$ cat config.mk
export PLATFORM = sky130hd
export DESIGN_NAME = mem_datos_bytes_flat
export DESIGN_NICKNAME = d
export VERILOG_FILES = /design/src/rtl/mem_datos_bytes_if.sv /design/src/rtl/mem_datos_bytes.sv /design/src/flat_wrapper.sv
export SDC_FILE = /design/constraint.sdc
export NUM_CORES = 1
export LEC_CHECK = 0
export CAP_MARGIN = 10
export CORE_MARGIN = 2
export CORE_UTILIZATION = 60
export CTS_CLUSTER_DIAMETER = 50
export DETAILED_ROUTE_END_ITERATION = 12
export MAX_ROUTING_LAYER = met4
export PLACE_DENSITY_LB_ADDON = 0.05
export SKIP_CTS_REPAIR_TIMING = 1
export SYNTH_ARGS = -nofsm -noshare
export SYNTH_HDL_FRONTEND = slang
export SYNTH_SLANG_ARGS = --single-unit
$ cat constraint.sdc
create_clock -name clk -period 4.9 [get_ports clk]
set_input_delay 0.735 -clock clk [delete_from_list [all_inputs] [get_ports clk]]
set_output_delay 0.735 -clock clk [all_outputs]
set_load 0.05 [all_outputs]
$ cat src/rtl/mem_datos_bytes_if.sv
// Request/response bundle for the byte-addressable data memory.
// The master drives an access; the slave returns load data and status strobes.
interface mem_datos_bytes_if #(
    parameter int ADDR_W = 7
);
    logic              req;
    logic              we;
    logic [1:0]        size;
    logic              unsigned_ld;
    logic [ADDR_W-1:0] addr;
    logic [31:0]       wdata;
    logic [31:0]       rdata;
    logic              rvalid;
    logic              misalign;
    logic              busy;

    modport master (
        output req, we, size, unsigned_ld, addr, wdata,
        input  rdata, rvalid, misalign, busy
    );

    modport slave (
        input  req, we, size, unsigned_ld, addr, wdata,
        output rdata, rvalid, misalign, busy
    );
endinterface

$ cat src/rtl/mem_datos_bytes.sv
// Single-port data memory with byte/half/word little-endian access, load
// extension, misalignment rejection, registered read port and post-reset clear.
module mem_datos_bytes #(
    parameter int ADDR_W     = 7,
    parameter bit INIT_CLEAR = 1'b1
) (
    input  logic             clk,
    input  logic             rst,
    mem_datos_bytes_if.slave bus
);
    localparam int DEPTH = 2 ** (ADDR_W - 2);
    localparam int PW    = ADDR_W - 2;

    typedef enum logic {CLEAR, RUN} state_t;

    state_t          state_q, state_d;
    logic [PW-1:0]   ptr_q, ptr_d;
    logic            clr_we;
    logic            acc;
    logic            bad;
    logic            st;
    logic            ld;
    logic [PW-1:0]   widx;
    logic [1:0]      lane;
    logic [3:0]      be;
    logic [31:0]     wd;
    logic [31:0]     word;
    logic [7:0]      b;
    logic [15:0]     h;
    logic [31:0]     ld_val;
    logic [31:0]     mem [DEPTH];

    assign widx     = bus.addr[ADDR_W-1:2];
    assign lane     = bus.addr[1:0];
    assign bus.busy = (state_q == CLEAR);

    always_comb begin
        state_d = state_q;
        ptr_d   = ptr_q;
        clr_we  = 1'b0;
        acc     = 1'b0;
        case (state_q)
            CLEAR: begin
                if (INIT_CLEAR) begin
                    clr_we = 1'b1;
                    ptr_d  = ptr_q + 1'b1;
                    if (ptr_q == PW'(DEPTH - 1)) state_d = RUN;
                end else begin
                    state_d = RUN;
                end
            end
            RUN:     acc = bus.req;
            default: state_d = CLEAR;
        endcase
    end

    always_ff @(posedge clk) begin
        if (rst) begin
            state_q <= CLEAR;
            ptr_q   <= '0;
        end else begin
            state_q <= state_d;
            ptr_q   <= ptr_d;
        end
    end

    always_comb begin
        bad = 1'b0;
        case (bus.size)
            2'b01:   bad = bus.addr[0];
            2'b10:   bad = (lane != 2'b00);
            2'b11:   bad = 1'b1;
            default: bad = 1'b0;
        endcase
        st = acc && !bad && bus.we;
        ld = acc && !bad && !bus.we;
    end

    // Store data is replicated across lanes so the byte enables alone pick the target.
    always_comb begin
        be = 4'b0000;
        wd = bus.wdata;
        case (bus.size)
            2'b00: begin
                be = 4'b0001 << lane;
                wd = {4{bus.wdata[7:0]}};
            end
            2'b01: begin
                be = lane[1] ? 4'b1100 : 4'b0011;
                wd = {2{bus.wdata[15:0]}};
            end
            2'b10:   be = 4'b1111;
            default: be = 4'b0000;
        endcase
    end

    always_ff @(posedge clk) begin
        if (!rst) begin
            if (clr_we) begin
                mem[ptr_q] <= '0;
            end else if (st) begin
                for (int unsigned k = 0; k < 4; k++) begin
                    if (be[k]) mem[widx][8*k +: 8] <= wd[8*k +: 8];
                end
            end
        end
    end

    always_comb begin
        word   = mem[widx];
        b      = word[8*lane +: 8];
        h      = lane[1] ? word[31:16] : word[15:0];
        ld_val = word;
        case (bus.size)
            2'b00:   ld_val = bus.unsigned_ld ? {24'b0, b} : {{24{b[7]}}, b};
            2'b01:   ld_val = bus.unsigned_ld ? {16'b0, h} : {{16{h[15]}}, h};
            default: ld_val = word;
        endcase
    end

    always_ff @(posedge clk) begin
        if (rst) begin
            bus.rdata    <= '0;
            bus.rvalid   <= 1'b0;
            bus.misalign <= 1'b0;
        end else begin
            bus.rvalid   <= ld;
            bus.misalign <= acc && bad;
            if (ld) bus.rdata <= ld_val;
        end
    end
endmodule

$ cat src/flat_wrapper.sv
// flat-port wrapper written by rule: the top's interface ports become plain ports
module mem_datos_bytes_flat 
#(
    parameter int ADDR_W     = 7,
    parameter bit INIT_CLEAR = 1'b1
)
  (clk, rst, bus_req, bus_we, bus_size, bus_unsigned_ld, bus_addr, bus_wdata, bus_rdata, bus_rvalid, bus_misalign, bus_busy);
  mem_datos_bytes_if #(.ADDR_W(ADDR_W)) bus_i ();
  input  logic clk;
  input  logic rst;
  input wire logic [$bits(bus_i.req)-1:0] bus_req;
  input wire logic [$bits(bus_i.we)-1:0] bus_we;
  input wire logic [$bits(bus_i.size)-1:0] bus_size;
  input wire logic [$bits(bus_i.unsigned_ld)-1:0] bus_unsigned_ld;
  input wire logic [$bits(bus_i.addr)-1:0] bus_addr;
  input wire logic [$bits(bus_i.wdata)-1:0] bus_wdata;
  output wire logic [$bits(bus_i.rdata)-1:0] bus_rdata;
  output wire logic [$bits(bus_i.rvalid)-1:0] bus_rvalid;
  output wire logic [$bits(bus_i.misalign)-1:0] bus_misalign;
  output wire logic [$bits(bus_i.busy)-1:0] bus_busy;
  assign bus_i.req = bus_req;
  assign bus_i.we = bus_we;
  assign bus_i.size = bus_size;
  assign bus_i.unsigned_ld = bus_unsigned_ld;
  assign bus_i.addr = bus_addr;
  assign bus_i.wdata = bus_wdata;
  assign bus_rdata = bus_i.rdata;
  assign bus_rvalid = bus_i.rvalid;
  assign bus_misalign = bus_i.misalign;
  assign bus_busy = bus_i.busy;
  mem_datos_bytes #(.ADDR_W(ADDR_W), .INIT_CLEAR(INIT_CLEAR)) u_core (.clk(clk), .rst(rst), .bus(bus_i));
endmodule
# Word-level counts from Yosys, hierarchy flattened
# Memories as Yosys holds them, arrays and structs flattened.
# Index checks and enable logic that the tools add are counted.
[word_totals] reg_bits=40 latchBits=0 ram_bits=1024 romBits=0 wordCells=60 memories=1
[classes] add_sub_neg=1 multipliers=0 n_div=0 magnitude_cmp=0 eq_ne=4 shift=2 muxes=37 bitwise=1 reduce_logical=9
[mem_list] name="u_core.mem" words=32 word_bits=32 read_ports=1 rd_clocked_by_memory_dff=0 write_ports=1 line="mem_datos_bytes.sv:31" rtl="logic [31:0] mem [DEPTH];"
[ops] cell="$pmux 32 s2" count=2
[ops] cell="$mux 32" count=3
[ops] cell="$reduce_or 32->1" count=1
[ops] cell="$shiftx 32x6->8" count=1
[ops] cell="$mux 1" count=26
[ops] cell="$mux 16" count=1
[ops] cell="$pmux 4 s3" count=1
[ops] cell="$mux 4" count=2
[ops] cell="$add 5x1->5 const B" count=1
[ops] cell="$eq 5x5->1 const B" count=1
[ops] cell="$mux 5" count=1
[ops] cell="$eq 2x2->1 const B" count=2
[ops] cell="$logic_and 1x1->1" count=4
[ops] cell="$shl 1x2->4 const A" count=1
[ops] cell="$pmux 1 s3" count=1
[ops] cell="$eq 2x1->1 const B" count=1
[ops] cell="$logic_not 1->1" count=2
[ops] cell="$logic_not 2->1" count=1
[ops] cell="$reduce_bool 2->1" count=1
[ops] cell="$not 1->1" count=1

# Longest topological paths before layout
[logic_depth] ltp_word=11 mapped_depth=12

# Least setup slack after synthesis
# No wires, ideal clock.
[synth_timing] path_type="input-to-reg" startpoint="input port bus_size[0]" endpoint="memory u_core.mem[0][12] (data pin)" setup_time_ns=0.377 t_arrival_ns=2.918 required_ns=4.523 slack_ns=1.605 stages=7 cell_sequence="clkbuf_1 > nor3_1 > o211a_1 > nand4_1 > clkbuf_1 > buf_1 > a21oi_1"
[synth_between] elab_chain_cells=11
[synth_lines] item="start: declaration" line="flat_wrapper.sv:13" rtl="input wire logic [$bits(bus_i.size)-1:0] bus_size;"
[synth_lines] item="$eq 2x2->1 (tied with other cells)" line="mem_datos_bytes.sv:69" rtl="case (bus.size)"
[synth_lines] item="$pmux 1 s3" line="mem_datos_bytes.sv:69"
[synth_lines] item="$logic_not 1->1" line="mem_datos_bytes.sv:75" rtl="st = acc && !bad && bus.we;"
[synth_lines] item="$logic_and 1x1->1 (2 in a row)" line="mem_datos_bytes.sv:75"
[synth_lines] item="$mux 1" line="mem_datos_bytes.sv:101" rtl="end else if (st) begin"
[synth_lines] item="$mux 1" line="mem_datos_bytes.sv:99" rtl="if (clr_we) begin"
[synth_lines] item="$mux 1" line="mem_datos_bytes.sv:98" rtl="if (!rst) begin"
[synth_lines] item="$mux 1 (implied by the code)" line="mem_datos_bytes.sv:103" rtl="if (be[k]) mem[widx][8*k +: 8] <= wd[8*k +: 8];"
[synth_lines] item="$reduce_or 32->1 (no source line)"
[synth_lines] item="$mux 32 (no source line) (*)"
[synth_lines] item="end: declaration" line="mem_datos_bytes.sv:31"
# Every way passes the cells marked *; elsewhere a longest branch is shown, timed or not.

# Worst setup path in the final report
[layout_timing] startpoint="input port bus_addr[0]" endpoint="memory u_core.mem[4][19], enable pin"
[layout_between] elab_chain_cells=11
[layout_lines] item="start: declaration" line="flat_wrapper.sv:15" rtl="input wire logic [$bits(bus_i.addr)-1:0] bus_addr;"
[layout_lines] item="$reduce_bool 2->1" line="mem_datos_bytes.sv:71" rtl="2'b10: bad = (lane != 2'b00);"
[layout_lines] item="$pmux 1 s3" line="mem_datos_bytes.sv:69"
[layout_lines] item="$logic_not 1->1" line="mem_datos_bytes.sv:75"
[layout_lines] item="$logic_and 1x1->1 (2 in a row)" line="mem_datos_bytes.sv:75"
[layout_lines] item="$mux 1" line="mem_datos_bytes.sv:101"
[layout_lines] item="$mux 1" line="mem_datos_bytes.sv:99"
[layout_lines] item="$mux 1" line="mem_datos_bytes.sv:98"
[layout_lines] item="$mux 1 (implied by the code)" line="mem_datos_bytes.sv:103"
[layout_lines] item="$reduce_or 32->1 (no source line)"
[layout_lines] item="$mux 5 (no source line) / $mux 4 (equally long branches)"
# Parallel ways exist; a longest one is shown, timed or not.

==> metrics.txt <==
Slowest-stage cell, CP=o31ai_1; multi-input logic area=~10000 µm²; Max VDD drop=approximately 0.39 mV; I/O Pins=81; Reg clk slew, reported paths=around 0.060 ns; Synth Area in Simple Gates=4.30%; Syn Inst Count=about 2200; Synth top area share=72.9%; LEAKAGE=about 18 nW; #FFs+latches synth=1064; register area share after synthesis=between 70% and 80%; TritonRoute pass-1 iters=6; Clock Path Buffers=3; Final min period=~4.3 ns; CTS tree=done; DRC=0; Power per Cell Area=between 300 and 400 nW/µm²; Final Setup Violations=0; routed length on met2=about 47000 µm; Slew HR=between 20% and 30%; fmax=~230 MHz; final-report hold violation count=0; Ys Warns=0; WP data arrival=approximately 4.6 ns; predominant post-synthesis flop cell=edfxtp_1; crit end category=flip-flop; total power=approximately 0.018 W; DR top layer=met4; number of global-route vias before repair=22100; mux cell area share after synthesis=between 15 and 20%; Synth area leaders=edfxtp_1 (73%), mux4_2 (13%), mux2i_1 (2.3%); Die Area=between 70000 and 80000 µm²; Synth Area in XOR/XNOR=less than 1%; final slew viol count=0; clk sinks=~1100; Initial DRC Count=3169; CTS root buffer=clkbuf_16; Synth Cell Area=~42000 µm²; first-pass GRT wire length=153000 µm; largest net degree at the start of global routing=between 90 and 100; worst-skew pair later-pin latency=0.68 ns; Worst Path Required=~5.2 ns; Std-Cell Rows=slightly below 100; final WL=106000 µm; worst slew pin tran=approximately 1.1 ns; max_cap viols=0; Die W=269 µm; area leader, netlist=edfxtp_1; Met3 Routed Length=10900 µm; Avg WL per Cell=between 30 and 40 µm; Async SR Flop Fraction=0%; Yosys cell types=between 50 and 60; Final period util=88.3%; DR vias=around 23000; syn avg cell area=between 15 and 20 µm²; Reg area=~32000 µm²; grt ovf=0; worst-path cell chain=clkdlybuf4s50_1 > a21oi_1 > o211a_1 > and4_1 > o31ai_1 > nand3_1 > nor2_1; gr usage total=a little under a third; dpl hpwl=between 60000 and 70000 µm; Final TNS setup=0 ns; GPL Wtd Cong=between 0.9 and 1; outcome=completed; Non-Filler Cell Area, Final=roughly 48000 µm²; Startpoint Class=input pin; synth cell count leaders=edfxtp_1 (1024), nor2_1 (255), mux4_2 (252); Post-Synth Adder-Cell Area=less than 1%; most common cell in the synthesized netlist=edfxtp_1; largest family of logic cells by synthesized area=multiplexers; Core Area=roughly 70000 µm²; CP max FO=16; CTS H-tree lvls=3; Mapped Nets=2244; Net count, final=2468; share of cells above drive strength 1=roughly 25%; initial antenna violation count=1; HP Class=flip-flop to flip-flop; cts bufs inserted=between 100 and 150; DP Area=around 45000 µm²; RSZ-0062 raised after global routing=false; area grow syn2layout=14.6%; WS Path Type=input pin to flip-flop; Post-synth EDFFs=1024; # fillers=around 4400; Initial Utilization=60.5%; antenna-violating nets left=0; die span in y=approximately 270 µm; Final Skew=0.0208 ns; DRT met1 WL=44300 µm; post-synthesis compound-gate area fraction=under 10%; IO buf count=80; Via density=~6.6; slowest stage delay, CP=~0.86 ns
[final timing paths]
check,slack (ns),to,from,cells after the start
worst min register to register,0.50,u_core.bus.rdata[2]$_SDFFE_PP0P_,u_core.bus.rdata[2]$_SDFFE_PP0P_,2
worst max-delay path,0.57,u_core.mem[4][19]$_DFFE_PP_,bus_addr[0],7
worst max register to register,0.97,u_core.mem[5][28]$_DFFE_PP_,u_core.state_q$_SDFF_PP0_,8
worst min-delay path,0.50,u_core.bus.rdata[2]$_SDFFE_PP0P_,u_core.bus.rdata[2]$_SDFFE_PP0P_,2
[registers in the layout, summed over array words and instances (netlist names)]
| register | count |
|---|---|
| u_core.mem | 1024 |
| u_core.bus.rdata | 32 |
| u_core.ptr_q | 5 |
| u_core.bus.misalign | 1 |
| u_core.bus.rvalid | 1 |
| u_core.state_q | 1 |
[per-layer routing]
layer  up-vias  global-route usage [%]
li1       9403                       -
met1     11900                    45.9
met2      1292                    43.0
met3       169                    6.46
met4         0                    8.03
met5         -                       -
[placed cells by master (no fill, tap or decap), types with 8 or more instances in the layout]
cell type and instances:
a21oi_1 54, a21oi_2 11, a22oi_1 32, a311oi_1 8
and2_1 10, buf_4 167, clkbuf_1 21, clkbuf_16 109
clkdlybuf4s50_1 75, clkinv_1 20, clkinv_2 18, clkinvlp_4 10
dfxtp_1 40, edfxtp_1 1024, mux2i_1 97, mux4_2 252
nand2_1 44, nand3_1 51, nand3b_1 11, nor2_1 238
nor2_2 17, nor2b_1 9, o21ai_0 18, o22ai_1 63
[cell type report]
type	instances	area share, %
inverter	3	0.0233
antenna	1	0.00518
multi-input combinational	991	20.8
tap	940	2.43
sequential	1064	65.3
clock buffer	131	5.83
clock inverter	67	1.18
timing repair buffer	253	4.49
[through the flow]
step / utilization [%] / setup slack (ns) / std cells / hold WS [ns]
after floorplan: - / 1.61 / 2196 / 0.513
after global placement: 64.4 / 0.180 / 3251 / 0.493
after detailed placement: 64.4 / 0.0957 / 3251 / 0.498
after CTS: 69.3 / 0.764 / 3449 / 0.506
after global routing: 69.3 / 0.409 / 3450 / 0.528
final: 69.3 / 0.575 / 3450 / 0.503
[logic make-up after synthesis]
logic type,Yosys count
AO/OA/AOI/OAI,223
AND/OR/NAND/NOR,414
buffers and inverters,141
adder cells (fa/ha/maj),2
multiplexers,349
XOR/XNOR,3
flip-flops,1064
[critical path: cells and delay by family]
kind	cells	cell delay, ns
AND/OR/NAND/NOR	3	1.78
buffers and inverters	1	0.79
AO/OA/AOI/OAI	3	1.31
[power breakdown]
group          switching [W]  leakage (nW)  internal [W]
clock network        0.00335          1.63       0.00447
logic               0.000492          4.64      0.000282
registers          0.0000133          11.9       0.00987
No activity file was read; power rests on OpenSTA's default activity.
